[config.mk]
export PLATFORM = sky130hd
export DESIGN_NAME = pc_stack_seq
export DESIGN_NICKNAME = d
export VERILOG_FILES = /design/src/rtl/pc_stack_seq.sv
export SDC_FILE = /design/constraint.sdc
export NUM_CORES = 1
export LEC_CHECK = 0
export CAP_MARGIN = 20
export CORE_ASPECT_RATIO = 0.9
export CORE_MARGIN = 1
export CORE_UTILIZATION = 35
export CTS_BUF_LIST = sky130_fd_sc_hd__clkbuf_16
export DETAILED_ROUTE_END_ITERATION = 7
export PLACE_DENSITY_LB_ADDON = 0.05
export SETUP_SLACK_MARGIN = 0.2
export SYNTH_ARGS = -nofsm -noshare
export SYNTH_HDL_FRONTEND = slang
export SYNTH_SLANG_ARGS = --single-unit
export TNS_END_PERCENT = 20
[constraint.sdc]
create_clock -name clk4 -period 1.7 [get_ports clk4]
set_input_delay 0.34 -clock clk4 [delete_from_list [all_inputs] [get_ports clk4]]
set_output_delay 0.34 -clock clk4 [all_outputs]
set_load 0.02 [all_outputs]
[src/rtl/pc_stack_seq.sv]
// Program-counter sequencer for the 12-bit-instruction core: decodes GOTO/CALL/RETLW/PC-write,
// keeps return addresses on a DEPTH-entry LIFO with discard or circular overflow, and sticky error flags.
module pc_stack_seq #(
  parameter int              PC_W         = 11,
  parameter int              K_W          = 8,
  parameter int              FIN_W        = 8,
  parameter int              DEPTH        = 2,
  parameter int              OVF_MODE     = 0,
  parameter logic [PC_W-1:0] RESET_VECTOR = '1
) (
  input  logic                           clk4,
  input  logic                           reset,
  input  logic                           en,
  input  logic [11:0]                    inst,
  input  logic [K_W-1:0]                 k,
  input  logic [FIN_W-1:0]               fin,
  input  logic                           err_clr,
  output logic [PC_W-1:0]                pc,
  output logic [$clog2(DEPTH+1)-1:0]     level,
  output logic                           stack_full,
  output logic                           stack_empty,
  output logic                           ovf_err,
  output logic                           unf_err
);

  localparam int LVL_W = $clog2(DEPTH + 1);
  localparam int PTR_W = (DEPTH > 1) ? $clog2(DEPTH) : 1;
  localparam int SUM_W = LVL_W + 1;
  localparam logic [LVL_W-1:0] DEPTH_L = LVL_W'(DEPTH);

  logic [PC_W-1:0]  pc_q, pc_d;
  logic [LVL_W-1:0] level_q, level_d;
  logic [PTR_W-1:0] base_q, base_d;
  logic             ovf_q, ovf_d;
  logic             unf_q, unf_d;
  logic [PC_W-1:0]  stack_q [DEPTH];

  logic             is_goto, is_call, is_ret, is_pcw;
  logic             full, empty;
  logic             push_en, ovf_set, unf_set;
  logic [PC_W-1:0]  pc_inc;
  logic [PC_W-1:0]  stack_top;
  logic [PTR_W-1:0] push_idx, top_idx;
  logic [DEPTH-1:0] wr_en;

  // Physical slot of a logical position, reduced modulo DEPTH (inputs are always < 2*DEPTH).
  function automatic logic [PTR_W-1:0] wrap_idx(input logic [SUM_W-1:0] s);
    logic [SUM_W-1:0] r;
    r = (s >= SUM_W'(DEPTH)) ? s - SUM_W'(DEPTH) : s;
    return PTR_W'(r);
  endfunction

  assign is_goto = (inst[11:9] == 3'b101);
  assign is_call = (inst[11:8] == 4'b1001);
  assign is_ret  = (inst[11:8] == 4'b1000);
  assign is_pcw  = (inst == 12'h222) || (inst == 12'h1E2);

  assign full   = (level_q == DEPTH_L);
  assign empty  = (level_q == '0);
  assign pc_inc = pc_q + PC_W'(1);

  // base_q marks the oldest entry; it only moves when a circular push overwrites it.
  assign push_idx  = wrap_idx(SUM_W'(base_q) + SUM_W'(level_q));
  assign top_idx   = wrap_idx(SUM_W'(base_q) + SUM_W'(empty ? DEPTH_L : level_q) - SUM_W'(1));
  assign stack_top = stack_q[top_idx];

  always_comb begin
    pc_d    = pc_q;
    level_d = level_q;
    base_d  = base_q;
    push_en = 1'b0;
    ovf_set = 1'b0;
    unf_set = 1'b0;
    if (en) begin
      pc_d = pc_inc;
      if (is_goto) begin
        pc_d = PC_W'(k);
      end else if (is_call) begin
        pc_d = PC_W'(k);
        if (full) begin
          ovf_set = 1'b1;
          if (OVF_MODE == 1) begin
            push_en = 1'b1;
            base_d  = wrap_idx(SUM_W'(base_q) + SUM_W'(1));
          end
        end else begin
          push_en = 1'b1;
          level_d = level_q + LVL_W'(1);
        end
      end else if (is_ret) begin
        if (empty) begin
          unf_set = 1'b1;
        end else begin
          pc_d    = stack_top;
          level_d = level_q - LVL_W'(1);
        end
      end else if (is_pcw) begin
        pc_d = PC_W'(fin);
      end
    end
  end

  // A new error in the clearing cycle wins over err_clr.
  assign ovf_d = ovf_set | (ovf_q & ~err_clr);
  assign unf_d = unf_set | (unf_q & ~err_clr);

  generate
    for (genvar gi = 0; gi < DEPTH; gi++) begin : g_wr
      assign wr_en[gi] = push_en && (push_idx == PTR_W'(gi));
    end
  endgenerate

  always_ff @(posedge clk4 or posedge reset) begin
    if (reset) begin
      for (int i = 0; i < DEPTH; i++) stack_q[i] <= '0;
    end else begin
      for (int i = 0; i < DEPTH; i++) begin
        if (wr_en[i]) stack_q[i] <= pc_inc;
      end
    end
  end

  always_ff @(posedge clk4 or posedge reset) begin
    if (reset) begin
      pc_q    <= RESET_VECTOR;
      level_q <= '0;
      base_q  <= '0;
      ovf_q   <= 1'b0;
      unf_q   <= 1'b0;
    end else begin
      pc_q    <= pc_d;
      level_q <= level_d;
      base_q  <= base_d;
      ovf_q   <= ovf_d;
      unf_q   <= unf_d;
    end
  end

  assign pc          = pc_q;
  assign level       = level_q;
  assign stack_full  = full;
  assign stack_empty = empty;
  assign ovf_err     = ovf_q;
  assign unf_err     = unf_q;

endmodule

==> impl_metrics.json, run 1 <==
{
  "fin_skew_ns": 0.00528,
  "layout_setup_ws_ns": 0.00874,
  "synth-warning-count": 0,
  "p_total_mw": 3.71,
  "tightest_slew_ns": 0.266,
  "drtIter0Drc": 136,
  "endpoint_kind": "register",
  "fp.dieArea_mm2": 0.00632,
  "drt_wl_total_um": 6670,
  "hp-class": "primary input to async pin",
  "antenna_found_initial": 0,
  "row_count": 26,
  "rsz0062_at_grt": "yes",
  "drv_cap": 0,
  "period_needed_ns": 1.69,
  "async_reset_ff_share_pct": 100,
  "clk_pin_slew_ns": 0.06,
  "avgViaCountPerCell": 5.37,
  "syn_area_mm2": 0.00210,
  "start_util_pct": 36.7,
  "die_w_um": 83.7,
  "seq_area_um2": 940,
  "finalInstanceArea_mm2": 0.00341,
  "max_freq_mhz": 591,
  "die_h_um": 75.5,
  "hold_viol": 0,
  "whs_ns": 0.415,
  "p_leak_nw": 1.49,
  "final_cell_mix": "buf_4, nand2_1, dfrtp_1",
  "switching_share_pct": 33.6,
  "internal_power_mw": 2.47,
  "drv_slew": 0,
  "cts.root.buffer_cell": "clkbuf_16",
  "synth-edff-count": 0,
  "multi_input_area_mm2": 0.00135,
  "worstPathMaxFanout": 4,
  "fin_nets": 359,
  "io_buffers": 48,
  "ant_nets": 0,
  "syn-instance-count": 234,
  "dr_total_vias": 2130,
  "drive_above_1_share_pct": 39.8,
  "cts.sinks": 37,
  "post-route-util_pct": 59.6,
  "final_common_cell": "buf_4",
  "grt_util_all_layers_pct": 21.9,
  "core_area_mm2": 0.00573,
  "crit_path_start_kind": "register",
  "synth_nets": 267,
  "grt_pass1_vias": 2020,
  "htreeDepth": 2,
  "numCtsBuffers": 5,
  "cts_hold_repair.buffers": 0,
  "syn_to_final_growth_pct": 62.3,
  "worstSetupPathType": "register to register",
  "dpl-instance-area_mm2": 0.00301,
  "dpl.hpwl_um": 4730,
  "clockBufferDepth": 2,
  "pin_count": 49,
  "switchingPower_mw": 1.24,
  "place_ws_ns": -0.469,
  "dr.pass1.iters": 5,
  "seq_power_share_pct": 34.4,
  "arrival_ns": 1.89,
  "p_per_area_mw_per_mm2": 1090,
  "timing.final.crit_share_pct": 99.5,
  "seq_area_frac_synth_pct": 44.7,
  "syn_area_per_cell_um2": 8.99,
  "slew_headroom_pct": 82.1,
  "status": "completed",
  "gp_congestion": 0.826,
  "synth-seq-cells": 37,
  "ys.flop_type": "dfrtp_1",
  "grt_overflow": 0,
  "cts_tree": "built",
  "diodes": 0,
  "worstPathRequired_ns": 1.90,
  "fillers": 525,
  "drc": 0,
  "clk_latency_ns": 0.28,
  "grt_pass1_wl_um": 10500,
  "yosysUniqueCellTypes": 48,
  "ir_worst_vdd_mv": 0.620,
  "power.share.combinational_pct": 37.7,
  "grt_max_degree": 38,
  "routedWlPerCell_um": 16.8,
  "setup_violations": 0,
  "clockPowerShare_pct": 27.9
}
through the flow:
stage,TNS (ns),cells
finish,0,397
global route,-0.0688,397
CTS,-0.0319,396
detailed placement,-9.96,386
global placement,-9.52,386
floorplan,-0.00951,234
flip-flops by register name, summed over array words and instances, names as in the netlist:
signal / cells
pc: 11
stack_q: 22
ovf_err: 1
level: 2
unf_err: 1
cell families (layout without fill, tap and decap cells):
| kind of cell | after synthesis | count (layout) | share of synthesized area (%) |
|---|---|---|---|
| and+or+nand+nor | 80 | 80 | 18.9 |
| AOI/OAI and AO/OA | 79 | 79 | 25.2 |
| DFF | 37 | 37 | 44.7 |
| buffers and inverters | 23 | 116 | 4.40 |
| xor gates and xnor gates | 10 | 10 | 4.16 |
| muxes | 4 | 4 | 2.08 |
| adders and majority gates | 1 | 1 | 0.595 |
synth_stat cells, drive strengths merged (2+ instances only):
cell     instances  area, µm²
a211oi           5       37.5
a21oi           10       50.1
a22o             5       43.8
a22oi            2       15.0
and3             2       12.5
buf              3       17.5
clkbuf           8       30.0
dfrtp           26        651
dfstp           11        289
inv             12       45.0
mux2             3       33.8
nand2           39        146
nand2b           2       12.5
nand3            7       35.0
nand4            2       12.5
nor2            15       63.8
nor2b            3       18.8
nor3             2       15.0
nor4b            4       41.3
o211ai           4       30.0
o21a             2       15.0
o21ai           31        155
o221ai           4       35.0
o22ai            3       18.8
o2bb2ai          2       17.5
o311ai           2       17.5
xnor2            6       52.6
xor2             4       35.0
critical path: stages, from the launching register on:
cell and delay [ns]:
dfstp_2 0.59, and4_4 0.25, nand4_1 0.14, xor2_2 0.21, o221ai_1 0.13, a221o_1 0.30
power by group through the flow:
stage	Clock, mW	Sequential [mW]	Combinational (mW)
2_1_floorplan	0	1.33	0.579
3_3_place_gp	0	1.27	1.24
6_report	1.04	1.27	1.40
3_5_place_dp	0	1.27	1.25
5_1_grt	1.09	1.30	1.52
4_1_cts	1.05	1.26	1.30
routing by layer:
| layer | track usage [%] | wire length [µm] | vias to the layer above |
|---|---|---|---|
| met5 | 0 | 0 | - |
| met4 | 7.16 | 90 | 0 |
| met3 | 3.47 | 286 | 10 |
| met2 | 37.0 | 3230 | 57 |
| met1 | 29.4 | 3060 | 1026 |
| li1 | - | - | 1037 |
repair_timing:
| action | CTS | global route |
|---|---|---|
| gates resized for setup | 73 | 70 |
| setup buffers | 2 | 1 |
| pin swaps | 18 | 33 |
| endpoints found under the setup margin | 52 | 48 |
layout make-up:
type | count | share of cell area (%)
Multi-Input combinational cell | 174 | 39.4
Sequential cell | 37 | 27.5
Timing Repair Buffer | 96 | 24.4
Clock buffer | 5 | 3.66
Tap cell | 70 | 2.57
Inverter | 12 | 1.32
Clock inverter | 3 | 1.10
path summary, 6_finish.rpt:
path	to	depth (start not counted)	slack [ns]	from
setup / recovery	pc[7]	5	0.009	pc[1]
setup reg to reg	pc[7]	5	0.009	pc[1]
min in group clk4	level[1]	3	0.48	inst[8]
hold reg to reg	stack_q[0]	2	0.48	stack_q[0]
max in group asynchronous	pc[1]	3	1.02	reset
hold / removal	stack_q[9]	3	0.42	reset
No activity file was read; power rests on OpenSTA's default activity.
==> run 2: changes to the inputs <==
--- a/config.mk
+++ b/config.mk
@@ -12,7 +12,7 @@
 export CTS_BUF_LIST = sky130_fd_sc_hd__clkbuf_16
 export DETAILED_ROUTE_END_ITERATION = 7
 export PLACE_DENSITY_LB_ADDON = 0.05
-export SETUP_SLACK_MARGIN = 0.2
+export SETUP_SLACK_MARGIN = 0.4
 export SYNTH_ARGS = -nofsm -noshare
 export SYNTH_HDL_FRONTEND = slang
 export SYNTH_SLANG_ARGS = --single-unit
==> impl_metrics.json, run 2 (synthesis gave the netlist of run 1 again) <==
{
  "status": "finished with violations",
  "violations": "negative setup slack",
  "drtIter0Drc": 113,
  "fillers": 507,
  "ant_nets": 0,
  "p_total_mw": 3.76,
  "drv_slew": 0,
  "die_w_um": 83.7,
  "grt_pass1_wl_um": 10800,
  "drive_above_1_share_pct": 45.0,
  "cts.sinks": 37,
  "endpoint_kind": "register",
  "timing.setup.tns_ns": -0.00290,
  "slowest_stage": "dfstp_2",
  "row_count": 26,
  "drt_wl_total_um": 6820,
  "rsz0062_at_grt": "yes",
  "grt_max_degree": 38,
  "largest_register": "stack_q",
  "diodes": 0,
  "dpl.hpwl_um": 4820,
  "avgViaCountPerCell": 5.25,
  "critPathBufInv": 1,
  "dp_cells": 386,
  "arrival_ns": 1.93,
  "timing.final.crit_share_pct": 100,
  "worstSetupPathType": "register to register",
  "grt_util_all_layers_pct": 22.5,
  "whs_ns": 0.415,
  "crit_path_start_kind": "register",
  "die_h_um": 75.5,
  "drc": 0,
  "cp_cell_sequence": "and4_4, buf_4, nand2_4, xor2_4, o311ai_2, a22o_1",
  "p_per_area_mw_per_mm2": 1050,
  "tightest_slew_ns": 0.294,
  "drv_cap": 0,
  "final_cell_count_no_fill": 408,
  "setup_violations": 1,
  "hp-class": "primary input to async pin",
  "gp_congestion": 0.837,
  "final_common_cell": "buf_4",
  "htreeDepth": 2,
  "grt_pass1_vias": 2048,
  "largest_register_ffs": 22,
  "core_area_mm2": 0.00573,
  "layout_setup_ws_ns": -0.00290,
  "clockBufferDepth": 2,
  "start_util_pct": 36.7,
  "cts_tree": "built",
  "syn_to_final_growth_pct": 70.3,
  "final_cell_mix": "buf_4, nand2_1, dfrtp_1",
  "cp_top_family": "flip-flops",
  "seq_area_um2": 942,
  "critPathMaxStageDelay_ns": 0.58,
  "cts_hold_repair.buffers": 0,
  "pin_count": 49,
  "worstPathRequired_ns": 1.93,
  "worst-r2r-setup-slack_ns": -0.003,
  "period_needed_ns": 1.70,
  "dr_total_vias": 2143,
  "fp.dieArea_mm2": 0.00632,
  "hold_viol": 0,
  "grt_overflow": 0,
  "max_freq_mhz": 587,
  "io_buffers": 48,
  "ir_worst_vdd_mv": 0.624,
  "antenna_found_initial": 0,
  "fin_skew_ns": 0.00484,
  "p_leak_nw": 1.57,
  "clk_latency_ns": 0.28,
  "clk_pin_slew_ns": 0.06,
  "cts.root.buffer_cell": "clkbuf_16",
  "fin_nets": 370,
  "dr.pass1.iters": 4,
  "multi_input_area_mm2": 0.00142,
  "worstPathMaxFanout": 4,
  "numCtsBuffers": 5,
  "routedWlPerCell_um": 16.7,
  "slew_headroom_pct": 80.3
}
==> run 2: worst min-delay path, cell delays in order <==
cell and delay [ns]:
clkdlybuf4s50_1 0.40, inv_1 0.09, buf_12 0.23
==> run 2: final cells by class <==
type | count | area share, %
multi-input combinational | 174 | 39.6
timing repair buffer | 107 | 26.4
sequential | 37 | 26.3
clock buffer | 5 | 3.49
tap | 70 | 2.45
inverter | 12 | 1.33
clock inverter | 3 | 0.489
==> run 2: repair_timing <==
| action | in CTS | in global routing |
|---|---|---|
| gates resized for setup | 91 | 110 |
| setup endpoints to repair | 54 | 54 |
| buffers inserted | 8 | 5 |
| gates cloned | 0 | 1 |
| pin swaps | 18 | 26 |
==> run 2: worst paths after layout <==
check,to,cells past startpoint,start
setup / recovery,pc[5],6,pc[0]
min in group clk4,stack_q[6],2,stack_q[6]
setup reg to reg,pc[5],6,pc[0]
max in group asynchronous,pc[1],3,reset
hold / removal,stack_q[6],3,reset
hold reg to reg,stack_q[6],2,stack_q[6]
==> run 2: metrics by stage <==
step	util (%)	worst slack (ns)	cell area (µm²)
4_1_cts	57.3	0.0187	3280
3_3_place_gp	52.7	-0.430	3020
3_5_place_dp	52.7	-0.474	3020
6_report	62.5	-0.00290	3580
5_1_grt	62.5	-0.0557	3580
2_1_floorplan	-	-0.00951	2160
==> run 2: report_power, final <==
group	total, mW	switching (mW)	internal, mW
registers	1.29	0.184	1.11
logic	1.56	0.758	0.798
clock network	0.911	0.373	0.538
total	3.76	1.31	2.45
==> run 2: per-layer routing <==
| metal | track usage (%) | up-vias | wire length, µm |
|---|---|---|---|
| li1 | - | 1063 | - |
| met3 | 4.12 | 11 | 229 |
| met4 | 6.97 | 0 | 117 |
| met2 | 36.6 | 44 | 3220 |
| met5 | 0 | - | 0 |
| met1 | 31.0 | 1025 | 3250 |
